[src/rtl/iir_coeff_loader_if.sv]
// Bus bundle for the IIR coefficient loader: shadow-bank register port,
// readback port, commit/sample handshake and the active-bank outputs.
//
// Handshake semantics: wr_en, commit and sample_tick are single-cycle
// strobes sampled on the rising clock edge. The loader has no ready
// signal. A write is taken on the edge where wr_en=1. If it is refused,
// wr_err is high for the one cycle that follows. A commit is taken when
// pending=0. The swap happens on the first later edge where sample_tick=1
// and filt_clear=0. swap_done is high for the one cycle that follows it.
interface iir_coeff_loader_if #(
    parameter int DW = 16
);
    logic          wr_en;
    logic [3:0]    wr_addr;
    logic [DW-1:0] wr_data;
    logic          wr_err;
    logic [3:0]    rd_addr;
    logic          rd_bank;
    logic [DW-1:0] rd_data;
    logic          commit;
    logic          sample_tick;
    logic          pending;
    logic          swap_done;
    logic [DW-1:0] b0;
    logic [DW-1:0] b1;
    logic [DW-1:0] b2;
    logic [DW-1:0] a1;
    logic [DW-1:0] a2;
    logic [DW-1:0] a3;
    logic [3:0]    order;
    logic          filt_clear;
    logic          state_dbg;   // commit FSM state: 0=IDLE, 1=ARMED

    modport master (
        output wr_en, wr_addr, wr_data, rd_addr, rd_bank, commit, sample_tick,
        input  wr_err, rd_data, pending, swap_done,
        input  b0, b1, b2, a1, a2, a3, order, filt_clear, state_dbg
    );

    modport slave (
        input  wr_en, wr_addr, wr_data, rd_addr, rd_bank, commit, sample_tick,
        output wr_err, rd_data, pending, swap_done,
        output b0, b1, b2, a1, a2, a3, order, filt_clear, state_dbg
    );
endinterface

[src/rtl/iir_coeff_loader.sv]
// Coefficient loader for the cascaded IIR filter. Writes go to a shadow
// bank. A commit copies the shadow bank to the active bank, but only on a
// sample boundary, so no sample is ever filtered with mixed coefficients.
// A swap that changes the filter order also raises filt_clear for
// CLEAR_CYCLES cycles, which resets the filter state.
module iir_coeff_loader #(
    parameter int DW           = 16,
    parameter int RESET_ORDER  = 1,
    parameter int CLEAR_CYCLES = 2
) (
    input  logic             clk,
    input  logic             reset,
    iir_coeff_loader_if.slave bus
);

    localparam logic [3:0] ADDR_B0    = 4'd0;
    localparam logic [3:0] ADDR_B1    = 4'd1;
    localparam logic [3:0] ADDR_B2    = 4'd2;
    localparam logic [3:0] ADDR_A1    = 4'd3;
    localparam logic [3:0] ADDR_A2    = 4'd4;
    localparam logic [3:0] ADDR_A3    = 4'd5;
    localparam logic [3:0] ADDR_ORDER = 4'd6;
    localparam logic [3:0] RST_ORD    = 4'(RESET_ORDER);

    localparam int CW = (CLEAR_CYCLES > 1) ? $clog2(CLEAR_CYCLES) : 1;
    localparam logic [CW-1:0] CLR_LOAD = CW'(CLEAR_CYCLES - 1);

    typedef enum logic {
        S_IDLE  = 1'b0,
        S_ARMED = 1'b1
    } state_t;

    // Shadow bank
    logic [DW-1:0] r_sh_b0, r_sh_b1, r_sh_b2;
    logic [DW-1:0] r_sh_a1, r_sh_a2, r_sh_a3;
    logic [3:0]    r_sh_order;

    // Active bank
    logic [DW-1:0] r_ac_b0, r_ac_b1, r_ac_b2;
    logic [DW-1:0] r_ac_a1, r_ac_a2, r_ac_a3;
    logic [3:0]    r_ac_order;

    state_t        r_state;
    logic          r_pending;
    logic          r_swap_done;
    logic          r_filt_clear;
    logic [CW-1:0] r_clr_cnt;
    logic          r_wr_err;
    logic [DW-1:0] r_rd_data;

    logic [3:0]    w_wr_ord;
    logic          w_order_ok;
    logic          w_wr_legal;
    logic          w_wr_accept;
    logic          w_wr_reject;
    logic          w_swap;
    logic          w_order_change;
    logic [DW-1:0] w_rd_shadow;
    logic [DW-1:0] w_rd_active;

    // Write qualification. While a commit is pending the shadow bank is
    // locked, so the bank being copied is the one the user committed.
    assign w_wr_ord    = bus.wr_data[3:0];
    assign w_order_ok  = (w_wr_ord >= 4'd1) && (w_wr_ord <= 4'd3);
    assign w_wr_legal  = (bus.wr_addr <= ADDR_ORDER) &&
                         ((bus.wr_addr != ADDR_ORDER) || w_order_ok);
    assign w_wr_accept = bus.wr_en && !r_pending && w_wr_legal;
    assign w_wr_reject = bus.wr_en && !w_wr_accept;

    // A sample tick is ignored while the filter state is still being
    // cleared. The commit stays armed and waits for a later tick.
    assign w_swap         = (r_state == S_ARMED) && bus.sample_tick && !r_filt_clear;
    assign w_order_change = (r_sh_order != r_ac_order);

    // Shadow-bank write port and the write-error pulse
    always_ff @(posedge clk) begin
        if (reset) begin
            r_sh_b0    <= '0;
            r_sh_b1    <= '0;
            r_sh_b2    <= '0;
            r_sh_a1    <= '0;
            r_sh_a2    <= '0;
            r_sh_a3    <= '0;
            r_sh_order <= RST_ORD;
            r_wr_err   <= 1'b0;
        end else begin
            r_wr_err <= w_wr_reject;
            if (w_wr_accept) begin
                case (bus.wr_addr)
                    ADDR_B0:    r_sh_b0    <= bus.wr_data;
                    ADDR_B1:    r_sh_b1    <= bus.wr_data;
                    ADDR_B2:    r_sh_b2    <= bus.wr_data;
                    ADDR_A1:    r_sh_a1    <= bus.wr_data;
                    ADDR_A2:    r_sh_a2    <= bus.wr_data;
                    ADDR_A3:    r_sh_a3    <= bus.wr_data;
                    ADDR_ORDER: r_sh_order <= w_wr_ord;
                    default:    r_sh_order <= r_sh_order;
                endcase
            end
        end
    end

    // Commit FSM. It also owns the active bank, swap_done and the
    // order-change clear countdown.
    always_ff @(posedge clk) begin
        if (reset) begin
            r_state      <= S_IDLE;
            r_pending    <= 1'b0;
            r_swap_done  <= 1'b0;
            r_filt_clear <= 1'b0;
            r_clr_cnt    <= '0;
            r_ac_b0      <= '0;
            r_ac_b1      <= '0;
            r_ac_b2      <= '0;
            r_ac_a1      <= '0;
            r_ac_a2      <= '0;
            r_ac_a3      <= '0;
            r_ac_order   <= RST_ORD;
        end else begin
            r_swap_done <= 1'b0;

            // Count down the clear. A swap cannot start while the clear
            // is high, so this never collides with a new load below.
            if (r_filt_clear) begin
                if (r_clr_cnt == '0) begin
                    r_filt_clear <= 1'b0;
                end else begin
                    r_clr_cnt <= r_clr_cnt - 1'b1;
                end
            end

            case (r_state)
                S_IDLE: begin
                    // A tick that arrives in the same cycle as the commit
                    // only arms the FSM. It never swaps.
                    if (bus.commit) begin
                        r_state   <= S_ARMED;
                        r_pending <= 1'b1;
                    end
                end
                S_ARMED: begin
                    if (w_swap) begin
                        r_ac_b0     <= r_sh_b0;
                        r_ac_b1     <= r_sh_b1;
                        r_ac_b2     <= r_sh_b2;
                        r_ac_a1     <= r_sh_a1;
                        r_ac_a2     <= r_sh_a2;
                        r_ac_a3     <= r_sh_a3;
                        r_ac_order  <= r_sh_order;
                        r_state     <= S_IDLE;
                        r_pending   <= 1'b0;
                        r_swap_done <= 1'b1;
                        if (w_order_change) begin
                            r_filt_clear <= 1'b1;
                            r_clr_cnt    <= CLR_LOAD;
                        end
                    end
                end
                default: begin
                    r_state   <= S_IDLE;
                    r_pending <= 1'b0;
                end
            endcase
        end
    end

    // Readback muxes for the two banks
    always_comb begin
        w_rd_shadow = '0;
        w_rd_active = '0;
        case (bus.rd_addr)
            ADDR_B0: begin
                w_rd_shadow = r_sh_b0;
                w_rd_active = r_ac_b0;
            end
            ADDR_B1: begin
                w_rd_shadow = r_sh_b1;
                w_rd_active = r_ac_b1;
            end
            ADDR_B2: begin
                w_rd_shadow = r_sh_b2;
                w_rd_active = r_ac_b2;
            end
            ADDR_A1: begin
                w_rd_shadow = r_sh_a1;
                w_rd_active = r_ac_a1;
            end
            ADDR_A2: begin
                w_rd_shadow = r_sh_a2;
                w_rd_active = r_ac_a2;
            end
            ADDR_A3: begin
                w_rd_shadow = r_sh_a3;
                w_rd_active = r_ac_a3;
            end
            ADDR_ORDER: begin
                w_rd_shadow = DW'(r_sh_order);
                w_rd_active = DW'(r_ac_order);
            end
            default: begin
                w_rd_shadow = '0;
                w_rd_active = '0;
            end
        endcase
    end

    // Registered readback. Unmapped addresses read as zero.
    always_ff @(posedge clk) begin
        if (reset) begin
            r_rd_data <= '0;
        end else begin
            r_rd_data <= bus.rd_bank ? w_rd_active : w_rd_shadow;
        end
    end

    assign bus.wr_err     = r_wr_err;
    assign bus.rd_data    = r_rd_data;
    assign bus.pending    = r_pending;
    assign bus.swap_done  = r_swap_done;
    assign bus.filt_clear = r_filt_clear;
    assign bus.b0         = r_ac_b0;
    assign bus.b1         = r_ac_b1;
    assign bus.b2         = r_ac_b2;
    assign bus.a1         = r_ac_a1;
    assign bus.a2         = r_ac_a2;
    assign bus.a3         = r_ac_a3;
    assign bus.order      = r_ac_order;
    assign bus.state_dbg  = r_state;

endmodule

[src/flat_wrapper.sv]
// flat-port wrapper written by rule: the top's interface ports become plain ports
module iir_coeff_loader_flat 
#(
    parameter int DW           = 16,
    parameter int RESET_ORDER  = 1,
    parameter int CLEAR_CYCLES = 2
)
  (clk, reset, bus_wr_en, bus_wr_addr, bus_wr_data, bus_rd_addr, bus_rd_bank, bus_commit, bus_sample_tick, bus_wr_err, bus_rd_data, bus_pending, bus_swap_done, bus_b0, bus_b1, bus_b2, bus_a1, bus_a2, bus_a3, bus_order, bus_filt_clear, bus_state_dbg);
  iir_coeff_loader_if #(.DW(DW)) bus_i ();
  input  logic clk;
  input  logic reset;
  input wire logic [$bits(bus_i.wr_en)-1:0] bus_wr_en;
  input wire logic [$bits(bus_i.wr_addr)-1:0] bus_wr_addr;
  input wire logic [$bits(bus_i.wr_data)-1:0] bus_wr_data;
  input wire logic [$bits(bus_i.rd_addr)-1:0] bus_rd_addr;
  input wire logic [$bits(bus_i.rd_bank)-1:0] bus_rd_bank;
  input wire logic [$bits(bus_i.commit)-1:0] bus_commit;
  input wire logic [$bits(bus_i.sample_tick)-1:0] bus_sample_tick;
  output wire logic [$bits(bus_i.wr_err)-1:0] bus_wr_err;
  output wire logic [$bits(bus_i.rd_data)-1:0] bus_rd_data;
  output wire logic [$bits(bus_i.pending)-1:0] bus_pending;
  output wire logic [$bits(bus_i.swap_done)-1:0] bus_swap_done;
  output wire logic [$bits(bus_i.b0)-1:0] bus_b0;
  output wire logic [$bits(bus_i.b1)-1:0] bus_b1;
  output wire logic [$bits(bus_i.b2)-1:0] bus_b2;
  output wire logic [$bits(bus_i.a1)-1:0] bus_a1;
  output wire logic [$bits(bus_i.a2)-1:0] bus_a2;
  output wire logic [$bits(bus_i.a3)-1:0] bus_a3;
  output wire logic [$bits(bus_i.order)-1:0] bus_order;
  output wire logic [$bits(bus_i.filt_clear)-1:0] bus_filt_clear;
  output wire logic [$bits(bus_i.state_dbg)-1:0] bus_state_dbg;
  assign bus_i.wr_en = bus_wr_en;
  assign bus_i.wr_addr = bus_wr_addr;
  assign bus_i.wr_data = bus_wr_data;
  assign bus_i.rd_addr = bus_rd_addr;
  assign bus_i.rd_bank = bus_rd_bank;
  assign bus_i.commit = bus_commit;
  assign bus_i.sample_tick = bus_sample_tick;
  assign bus_wr_err = bus_i.wr_err;
  assign bus_rd_data = bus_i.rd_data;
  assign bus_pending = bus_i.pending;
  assign bus_swap_done = bus_i.swap_done;
  assign bus_b0 = bus_i.b0;
  assign bus_b1 = bus_i.b1;
  assign bus_b2 = bus_i.b2;
  assign bus_a1 = bus_i.a1;
  assign bus_a2 = bus_i.a2;
  assign bus_a3 = bus_i.a3;
  assign bus_order = bus_i.order;
  assign bus_filt_clear = bus_i.filt_clear;
  assign bus_state_dbg = bus_i.state_dbg;
  iir_coeff_loader #(.DW(DW), .RESET_ORDER(RESET_ORDER), .CLEAR_CYCLES(CLEAR_CYCLES)) u_core (.clk(clk), .reset(reset), .bus(bus_i));
endmodule
[config.mk]
export PLATFORM = sky130hd
export DESIGN_NAME = iir_coeff_loader_flat
export DESIGN_NICKNAME = d
export VERILOG_FILES = /design/src/rtl/iir_coeff_loader_if.sv /design/src/rtl/iir_coeff_loader.sv /design/src/flat_wrapper.sv
export SDC_FILE = /design/constraint.sdc
export NUM_CORES = 1
export LEC_CHECK = 0
export CAP_MARGIN = 20
export CORE_MARGIN = 2
export CORE_UTILIZATION = 53
export CTS_BUF_LIST = sky130_fd_sc_hd__clkbuf_4 sky130_fd_sc_hd__clkbuf_8
export DETAILED_ROUTE_END_ITERATION = 8
export HOLD_SLACK_MARGIN = 0.05
export PLACE_DENSITY = 0.79
export SETUP_SLACK_MARGIN = 0.2
export SKIP_CTS_REPAIR_TIMING = 1
export SYNTH_ARGS = -nofsm -noshare
export SYNTH_HDL_FRONTEND = slang
export SYNTH_SLANG_ARGS = --single-unit
export TNS_END_PERCENT = 1
[constraint.sdc]
create_clock -name clk -period 2.2 [get_ports clk]
set_input_delay 0.33 -clock clk [delete_from_list [all_inputs] [get_ports clk]]
set_output_delay 0.33 -clock clk [all_outputs]
set_load 0.1 [all_outputs]
# == Word-level counts from Yosys, hierarchy flattened ==
# Index checks and enable logic that the tools add are counted.
# op_classes
eq_ne,16
n_bitwise,1
addsub,1
muxes,20
order_cmp,3
n_reduce_logical,23
# ops
cell,count
$pmux W16 S7,2
$eq A4 B3 Y1 const B,6
$reduce_and A2 Y1,9
$eq A4 B2 Y1 const B,4
$mux W16,1
$mux W1,15
$eq A4 B1 Y1 const B,2
$logic_not A4 Y1,2
$logic_and A1 B1 Y1,7
$ge A4 B1 Y1 const B,1
$le A4 B2 Y1 const B,1
$le A4 B3 Y1 const B,1
$ne A2 B2 Y1 const B,2
$ne A4 B3 Y1 const B,1
$ne A4 B4 Y1,1
$pmux W1 S2,2
$logic_not A1 Y1,3
$reduce_or A2 Y1,1
$logic_or A1 B1 Y1,1
$not A1 Y1,1
$sub A1 B1 Y1 const B,1
# word_totals
elab_cells,85
ff_bits,222
out_inout_bits,121

# == Longest topological paths before layout ==
# Gate-level depths: netlist of run 1.
# logic_depth
depth_word,7
ltp_mapped,7
ltp_nobuf,4

# == Least setup slack after synthesis of run 1 ==
# Ideal clock, no wire load.
# synth_path
path_type,register to register
from,"register u_core.r_pending, in the netlist u_core.bus.pending"
to,register u_core.r_sh_a3[10]
period_less_slack_ps,2177
path_buffers,2
setup_ps,128
arrival_time_ps,2049
slack_ps,23
t_required_ps,2072
path_stages_with_launch,7
cell_sequence,dfxtp_1 and4bb_1 buf_2 nand2_2 buf_4 mux2i_1 nor2_1
# synth_via
elab_chain_len,4
# synth_lines
element,line,source
from (decl),iir_coeff_loader.sv:44,logic r_pending;
from (signal assigned),iir_coeff_loader.sv:108,r_pending <= 1'b0;
from (signal assigned),iir_coeff_loader.sv:138,r_pending <= 1'b1;
from (signal assigned),iir_coeff_loader.sv:151,r_pending <= 1'b0;
$logic_not A1 Y1,iir_coeff_loader.sv:67,assign w_wr_accept = bus.wr_en && !r_pending && w_wr_legal;
$logic_and A1 B1 Y1 (2 in a row),iir_coeff_loader.sv:67,
$reduce_and A2 Y1 (no source line),n/a,
to (signal assigned),iir_coeff_loader.sv:95,ADDR_A3: r_sh_a3 <= bus.wr_data;
to (decl),iir_coeff_loader.sv:35,"logic [DW-1:0] r_sh_a1, r_sh_a2, r_sh_a3;"
# Every way passes these cells.
# A chain may end at the register's enable or synchronous reset.

# == Worst setup path in the final report of run 1 ==
# layout_path
from,"register u_core.r_ac_b2[2], in the netlist u_core.bus.b2[2]"
to,output port bus_b2[2]
# layout_lines
element,line,source
from (decl),iir_coeff_loader.sv:39,"logic [DW-1:0] r_ac_b0, r_ac_b1, r_ac_b2;"
from (signal assigned),iir_coeff_loader.sv:145,r_ac_b2 <= r_sh_b2;
to (decl),flat_wrapper.sv:25,output wire logic [$bits(bus_i.b2)-1:0] bus_b2;
# No word-level cell between the ends.

==> impl_metrics.toml, run 1 <==
[placement]
portBuffers = 150
post-dp-hpwl_mm = 24.53
routabilityCongestion = 1.022

[power_and_ir_drop]
switching_power_mw = 2.277
p_seq_frac = 0.465
p_leak_nw = 4.677
comb_power_share = 0.088
vdd_drop_max_v = 0.0004500
p_int_mw = 6.544
clockPowerShare = 0.446
p_per_area_nw_per_um2 = 736.7
netSwitchingFraction = 0.2581

[timing]
setup_viol = 0
fmax_mhz = 591.3
hold_violations = 0
period_needed_ps = 1691
tightest_slew_ps = 550.8
finalCritPeriodShare = 0.7688
fin_tns_setup_ps = 0
slew_headroom = 0.6319
finClkSkew_ps = 16.46
grt_setup_unrepaired = "false"
finalMaxSlewViolations = 0
whs_ps = 187.5

[setup_path]
crit_path_max_incr_delay_ps = 480
critPathLaunchType = "register"
critPathBufInv = 1
crit_slowest_cell = "dfxtp_1"
crit_path_end_kind = "output port"
crit_arrival_ps = 1360
r2r_cells = 5
worstPathMaxFanout = 3
path_cells = "buf_4"
cp.required_ps = 1870
reg2reg_slack_ps = 540
cp.depth = 1
critPathKind = "reg -> out"
crit_family = "flip-flops"

[logic_synthesis]
synth_seq_cells = 222
netlist_area_um2 = 9503
synth_top_area_cell = "dfxtp_1"
syn_avg_cell_area_um2 = 8.292
netlist_top_cells_area = "dfxtp_1, nand2_1, a21oi_1, mux2i_1, clkbuf_1"
ys_top_cells_by_count = "nand2_1, dfxtp_1, a21oi_1"
synth_ff_type = "dfxtp_1"
yosysMostFrequentCell = "nand2_1"
synth_cells = 1146
synth-seq-area-share = 0.4677
synth_cell_types = 59
synthArstFlopShare = 0
synth_edf_count = 0
synth.top_cell.area_share = 0.4677
yosys_warnings = 0
syn-num-nets = 1176

[grt]
grt-ovfl-total = 0
grt_pass1_vias = 8522
antenna_found_initial = 0
grtUsageMet3 = 0.1122
grt_max_degree = 93
grt_busiest_layer = "met1"
use_met2 = 0.4860
grt_use_met1 = 0.5164
grt_usage = 0.3514
grt_pass1_wl_mm = 49.94

[layout]
syn_to_final_growth_pct = 26.00
n_antenna_cell = 0
drive_above_1_share = 0.2132
num-nets-final = 1324

[run_status]
status = "finished clean"

[drt]
drtPass1Iterations = 6
route.detailed.drc = 0
viasPerCell = 6.030
detailroute.via_count = 9335
drt_wl_total_mm = 33.52
initialDrtViolationCount = 1142
ant_nets = 0
wl_per_cell_um = 21.65

[floorplan]
io_pins = 151
dieHeight_um = 137.9
die_w_um = 137.9
start_util = 0.5456
dieArea_um2 = 19020
rows = 48
core_um2 = 17420

[clock_network]
clkTransAtPathRegs_ps = 60
cts.htree.levels = 2
cts-buffers-inserted = 38
clockBufferDepth = 3
root_buffer = "clkbuf_8"
clock-sinks = 222
cts_tree = "yes"
clkLatencyLatePin_ps = 540

[worst_hold_path]
worstHoldPathType = "in -> reg"
hold_path_depth = 2

[flow_run]
maxCapViolCount = 0
[state kept, by name (all words and copies together), names as in the netlist, 4 cells and up]
signal,count
u_core.bus.a1,16
u_core.bus.a2,16
u_core.bus.a3,16
u_core.bus.b0,16
u_core.bus.b1,16
u_core.bus.b2,16
u_core.bus.order,4
u_core.bus.rd_data,16
u_core.r_sh_a1,16
u_core.r_sh_a2,16
u_core.r_sh_a3,16
u_core.r_sh_b0,16
u_core.r_sh_b1,16
u_core.r_sh_b2,16
u_core.r_sh_order,4
[worst paths after layout]
path / endpoint / start
worst max-delay path: bus_b2[2] / u_core.bus.b2[2]
worst min register to register: u_core.bus.b1[7] / u_core.bus.b1[7]
worst max register to register: u_core.r_sh_a2[0] / u_core.bus.pending
worst min-delay path: u_core.r_sh_a1[9] / reset
[kinds of logic after synthesis]
group                     after synthesis  synth area share
buffers and inverters                 101           0.04898
DFF                                   222            0.4677
AOI/OAI and AO/OA                     283            0.1820
xor gates and xnor gates                4          0.003686
and+or+nand+nor                       466            0.2141
muxes                                  70           0.08361
[area by class of cell]
cell class	count	area (um2)
Inverter	2	7.507
Clock inverter	8	47.55
Multi-Input combinational cell	823	4603
Clock buffer	61	770.7
Fill cell	1443	5443
Timing Repair Buffer	207	1818
Tap cell	225	281.5
Sequential cell	222	4446
[metrics by stage]
stage               utilization  setup slack, ps  area, um2  std cells  power (mW)
floorplan                     -            125.1       9504       1146       4.651
global placement         0.6405            107.1      11160       1479       4.950
detailed placement       0.6405            75.12      11160       1479       4.955
CTS                      0.6875            535.7      11970       1548       8.829
global route             0.6875            408.0      11970       1548       9.082
finish                   0.6875            508.7      11970       1548       8.821
[layout by cell type (no fill, tap or decap), types with 4 or more instances in the layout]
cell	netlist	layout
nor3b_1	7	7
clkbuf_8	0	50
o311a_1	9	9
xor2_1	4	4
o22a_1	4	4
nand2_1	322	322
a31oi_1	6	6
o2bb2ai_1	8	8
o221ai_1	5	5
and3b_1	4	4
a22o_1	5	5
buf_12	0	16
and2_1	6	6
mux4_2	6	6
a221oi_1	13	13
clkdlybuf4s50_1	0	26
mux2i_1	49	49
o21ai_0	11	11
nor2_1	40	39
mux2_2	15	15
clkbuf_4	0	11
a211oi_1	8	8
nor3_1	5	5
clkinv_2	0	6
dfxtp_1	222	221
nand3_1	44	44
and3_1	9	9
nor2b_1	8	8
a21oi_1	180	180
a22oi_1	20	20
buf_4	13	162
[power by group through the flow]
stage          Combinational [mW]  Clock (mW)  Sequential (mW)
5_1_grt                     0.819        4.16             4.10
3_5_place_dp                0.766           0             4.19
4_1_cts                     0.768        3.96             4.10
6_report                    0.779        3.94             4.10
2_1_floorplan               0.355           0             4.30
3_3_place_gp                0.762           0             4.19
[per-layer routing]
layer	share of wire	wire [um]
met1	0.42	14220
met2	0.41	13810
met3	0.14	4615
met4	0.026	877
met5	0	0
(Power assumes the default switching activity.)
==> run 2, diff against run 1 <==
--- a/config.mk
+++ b/config.mk
@@ -7,11 +7,11 @@
 export LEC_CHECK = 0
 export CAP_MARGIN = 20
 export CORE_MARGIN = 2
-export CORE_UTILIZATION = 53
+export CORE_UTILIZATION = 50
 export CTS_BUF_LIST = sky130_fd_sc_hd__clkbuf_4 sky130_fd_sc_hd__clkbuf_8
 export DETAILED_ROUTE_END_ITERATION = 8
 export HOLD_SLACK_MARGIN = 0.05
-export PLACE_DENSITY = 0.79
+export PLACE_DENSITY = 0.78
 export SETUP_SLACK_MARGIN = 0.2
 export SKIP_CTS_REPAIR_TIMING = 1
 export SYNTH_ARGS = -nofsm -noshare
==> constraint.sdc (replaced) <==
create_clock -name clk -period 1.55 [get_ports clk]
set_input_delay 0.2325 -clock clk [delete_from_list [all_inputs] [get_ports clk]]
set_output_delay 0.2325 -clock clk [all_outputs]
set_load 0.1 [all_outputs]
==> run 2 against run 1 <==
Net effect: hold slack gained 82 ps; non-clock buffer count grew 107; die area grew 5.8%; clock-buffer cell count shrank 1; sequential share of layout area shrank 6.0 points; sequential cell count is the same; largest cell class unchanged; total power grew 47%; core utilization grew 9.5 points; combinational power grew 77%; setup slack lost 430 ps.
==> impl_metrics.toml, run 2 (synthesis gave the netlist of run 1 again) <==
[floorplan]
start_util = 0.5080
core_um2 = 18710
dieArea_um2 = 20120
dieHeight_um = 141.9
io_pins = 151
rows = 50
die_w_um = 141.9

[timing]
hold_violations = 0
period_needed_ps = 1476
tightest_slew_ps = 508.5
setup_ws_ps = 74.37
slew_headroom = 0.6566
fmax_mhz = 677.7
grt_setup_unrepaired = "true"
finClkSkew_ps = 27.82
finalMaxSlewViolations = 0
setup_viol = 0
finalCritPeriodShare = 0.9520
whs_ps = 269.1

[clock_network]
clockBufferDepth = 3
cts-buffers-inserted = 39
clkTransAtPathRegs_ps = 60
cts_tree = "yes"
clock-sinks = 222
cts.htree.levels = 2
root_buffer = "clkbuf_8"
clkLatencyLatePin_ps = 560

[worst_hold_path]
hold_path_depth = 3
worstHoldPathType = "in -> reg"

[setup_path]
cp.depth = 1
critPathLaunchType = "register"
crit_family = "flip-flops"
worstPathMaxFanout = 3
crit_path_end_kind = "output port"
crit_path_max_incr_delay_ps = 470
r2r_cells = 6
crit_arrival_ps = 1240
crit_slowest_cell = "dfxtp_1"
path_cells = "buf_12"
critPathBufInv = 1
cp.required_ps = 1320
critPathKind = "reg -> out"

[power_and_ir_drop]
vdd_drop_max_v = 0.0007580
switching_power_mw = 3.414
p_seq_frac = 0.448
p_leak_nw = 5.706
p_per_area_nw_per_um2 = 888.9
comb_power_share = 0.106
clockPowerShare = 0.446
p_int_mw = 9.592
netSwitchingFraction = 0.2625

[placement]
pre_cts_slack_ps = -579.3
post-dp-hpwl_mm = 29.61
portBuffers = 150
placed_cells = 1587
routabilityCongestion = 1.005

[grt]
antenna_found_initial = 1
grt_pass1_vias = 9389
grt_usage = 0.3844
grt_max_degree = 101
grt_pass1_wl_mm = 58.08
grt-ovfl-total = 0

[drt]
wl_per_cell_um = 23.91
drt_wl_total_mm = 39.83
drtPass1Iterations = 6
initialDrtViolationCount = 1413
route.detailed.drc = 0
detailroute.via_count = 10220
viasPerCell = 6.137
ant_nets = 0

[layout]
finalNonFillerCells = 1666
syn_to_final_growth_pct = 53.97
final_util = 0.7822
final_cell_mix = "nand2_1, a21oi_1, dfxtp_1"
final_common_cell = "nand2_1"
drive_above_1_share = 0.3357
n_fill_cell = 1197
num-nets-final = 1432

[flow_run]
maxCapViolCount = 0

[run_status]
status = "finished clean"
## run 2: worst paths after layout
check / from / to / slack [ps]
max reg2reg: u_core.bus.pending / u_core.r_sh_b0[13] / 100
min reg2reg: u_core.r_sh_a3[12] / u_core.bus.a3[12] / 460
max: u_core.bus.b0[15] / bus_b0[15] / 70
min: bus_commit / u_core.bus.state_dbg / 270
## run 2: power groups by stage
| stage | sequential [mW] | clock (mW) | combinational (mW) |
|---|---|---|---|
| floorplan | 6.09 | 0 | 0.513 |
| global placement | 5.95 | 0 | 1.28 |
| detailed placement | 5.95 | 0 | 1.29 |
| CTS | 5.83 | 5.77 | 1.30 |
| global route | 5.83 | 6.04 | 1.43 |
| finish | 5.83 | 5.80 | 1.38 |
## run 2: worst min-delay path, delay by kind of cell
kind	cells	cell delay, ps
buffers and inverters	1	410
AND/OR/NAND/NOR	2	140
## run 2: cell type report
| class | instances | area (um2) | area share |
|---|---|---|---|
| multi-input cells | 823 | 4696 | 0.3209 |
| flip-flops and latches | 222 | 4551 | 0.3110 |
| repair buffers | 314 | 4245 | 0.2901 |
| clock buffers | 60 | 757.0 | 0.05174 |
| well taps | 234 | 292.8 | 0.02001 |
| clock inverters | 9 | 77.57 | 0.005302 |
| inverters | 2 | 7.507 | 0.0005131 |
| diodes | 2 | 5.005 | 0.0003421 |
## run 2: routing by layer
layer / share of wire / wire length, um / GRT usage
met4: 0.031 / 1247 / 0.1047
met1: 0.40 / 16000 / 0.5704
met2: 0.40 / 15940 / 0.5227
met3: 0.17 / 6635 / 0.1384
met5: 0 / 0 / 0
## run 2: per-stage QoR
| step | total power [mW] | cell area [um2] | TNS, ps |
|---|---|---|---|
| 5_1_grt | 13.30 | 14630 | 0 |
| 6_report | 13.01 | 14630 | 0 |
| 2_1_floorplan | 6.608 | 9644 | 0 |
| 4_1_cts | 12.90 | 14440 | -61.06 |
| 3_3_place_gp | 7.231 | 13600 | -26530 |
| 3_5_place_dp | 7.244 | 13600 | -34510 |
==> run 3, diff against run 2 <==
--- a/config.mk
+++ b/config.mk
@@ -13,7 +13,6 @@
 export HOLD_SLACK_MARGIN = 0.05
 export PLACE_DENSITY = 0.78
 export SETUP_SLACK_MARGIN = 0.2
-export SKIP_CTS_REPAIR_TIMING = 1
 export SYNTH_ARGS = -nofsm -noshare
 export SYNTH_HDL_FRONTEND = slang
 export SYNTH_SLANG_ARGS = --single-unit
==> run 3 against run 2 <==
Net effect: via count rose by 0.14%; setup slack better by 32 ps; critical path depth increased by 5; maximum frequency increased by 2.2%; final cell count down 0.30%; critical endpoint is now u_core.r_sh_b1[7].
==> impl_metrics.toml, run 3 (synthesis gave the netlist of run 1 again) <==
[worst_hold_path]
holdCritStartpoint = "bus_commit"
hold_path_depth = 3
worstHoldPathType = "in -> reg"
holdPathEnd = "u_core.bus.state_dbg"

[timing]
fin_tns_setup_ps = 0
finClkSkew_ps = 28.83
setup_ws_ps = 106.2
hold_violations = 0
finalCritPeriodShare = 0.9315
tightest_slew_ps = 476.7
fmax_mhz = 692.6
grt_setup_unrepaired = "true"
setup_viol = 0
finalMaxSlewViolations = 0
slew_headroom = 0.6780
whs_ps = 274.3
period_needed_ps = 1444

[power_and_ir_drop]
power_mw = 12.99
p_leak_nw = 5.697
p_per_area_nw_per_um2 = 890.0
vdd_drop_max_v = 0.0007443

[clock_network]
cts-buffers-inserted = 39
clkTransAtPathRegs_ps = 60
cts.htree.levels = 2
root_buffer = "clkbuf_8"
cts_tree = "yes"
clockBufferDepth = 3
clkLatencyLatePin_ps = 550
clock-sinks = 222

[floorplan]
rows = 50
die_w_um = 141.9
io_pins = 151
start_util = 0.5080
dieHeight_um = 141.9
dieArea_um2 = 20120
core_um2 = 18710

[placement]
pre_cts_slack_ps = -579.3
placed_area_um2 = 13600
post-dp-hpwl_mm = 29.61
portBuffers = 150
routabilityCongestion = 1.005

[layout]
design_area_um2 = 14600
final_cell_mix = "nand2_1, a21oi_1, buf_12"
n_antenna_cell = 0
num-nets-final = 1429
syn_to_final_growth_pct = 53.64
drive_above_1_share = 0.3378
final_common_cell = "nand2_1"

[setup_path]
r2r_cells = 6
crit_path_end_kind = "register"
reg2reg_slack_ps = 110
cp.required_ps = 2020
critPathKind = "reg -> reg"
r2r_start = "u_core.bus.pending"
worstPathMaxFanout = 15
crit_arrival_ps = 1910
critPathLaunchType = "register"
r2r_end = "u_core.r_sh_b1[7]"

[flow_run]
maxCapViolCount = 0

[drt]
drtPass1Iterations = 7
initialDrtViolationCount = 1324
ant_nets = 0
wl_per_cell_um = 23.83
viasPerCell = 6.164
detailroute.via_count = 10240
drt_wl_total_mm = 39.59
route.detailed.drc = 0

[grt]
grt_pass1_wl_mm = 58.54
antenna_found_initial = 1
grt_max_degree = 101
grt-ovfl-total = 0
grt_pass1_vias = 9488
grt_usage = 0.3878

[run_status]
status = "finished clean"
run 3: cell type report:
type / count / area (um2)
clock buffers: 60 / 757.0
clock inverters: 9 / 77.57
fillers: 1212 / 4105
inverters: 2 / 7.507
multi-input cells: 823 / 4686
flip-flops and latches: 222 / 4554
well taps: 234 / 292.8
repair buffers: 311 / 4225
run 3: layer usage:
metal  GRT usage  routed length [um]  vias to the layer above
li1            -                   -                     4496
met1      0.5760               16210                     4892
met2      0.5291               16120                      766
met3      0.1357                6208                       84
met4      0.1068                1051                        0
met5           0                   0                        -
run 3: power by group:
part / internal [mW] / switching [mW] / total (mW)
Sequential: 5.76 / 0.0725 / 5.83
Clock: 3.29 / 2.51 / 5.80
Combinational: 0.536 / 0.828 / 1.36
run 3: stage by stage:
step / util / instances
floorplan: - / 1146
global placement: 0.7271 / 1587
detailed placement: 0.7271 / 1587
CTS: 0.7779 / 1660
global route: 0.7805 / 1661
finish: 0.7805 / 1661
run 3: worst max-delay path by stage:
stage	from	slack, ps	end
after floorplan	u_core.bus.pending	0.7	u_core.r_sh_a1[10]
after global placement	bus_rd_addr[2]	-490	u_core.bus.rd_data[3]
after detailed placement	bus_rd_addr[2]	-580	u_core.bus.rd_data[8]
after CTS	u_core.bus.pending	100	u_core.r_sh_a1[6]
after global routing	u_core.bus.pending	60	u_core.r_sh_b2[8]
final	u_core.bus.pending	110	u_core.r_sh_b1[7]
run 3: critical path, cell delays in order, from the launching register on:
cell and delay, ps:
dfxtp_4 380, and4bb_1 280, buf_6 150, and2_4 170, buf_12 150, nand2_1 80, a21oi_1 150
run 3: timing repair:
item / 4_1_cts / 5_1_grt
hold endpoints to repair: 16 / 0
gates cloned: 1 / 1
resized for setup: 23 / 10
hold buffers: 1 / 0
setup endpoints to repair: 150 / 200
pin swaps: 0 / 1
setup buffers: 2 / 0
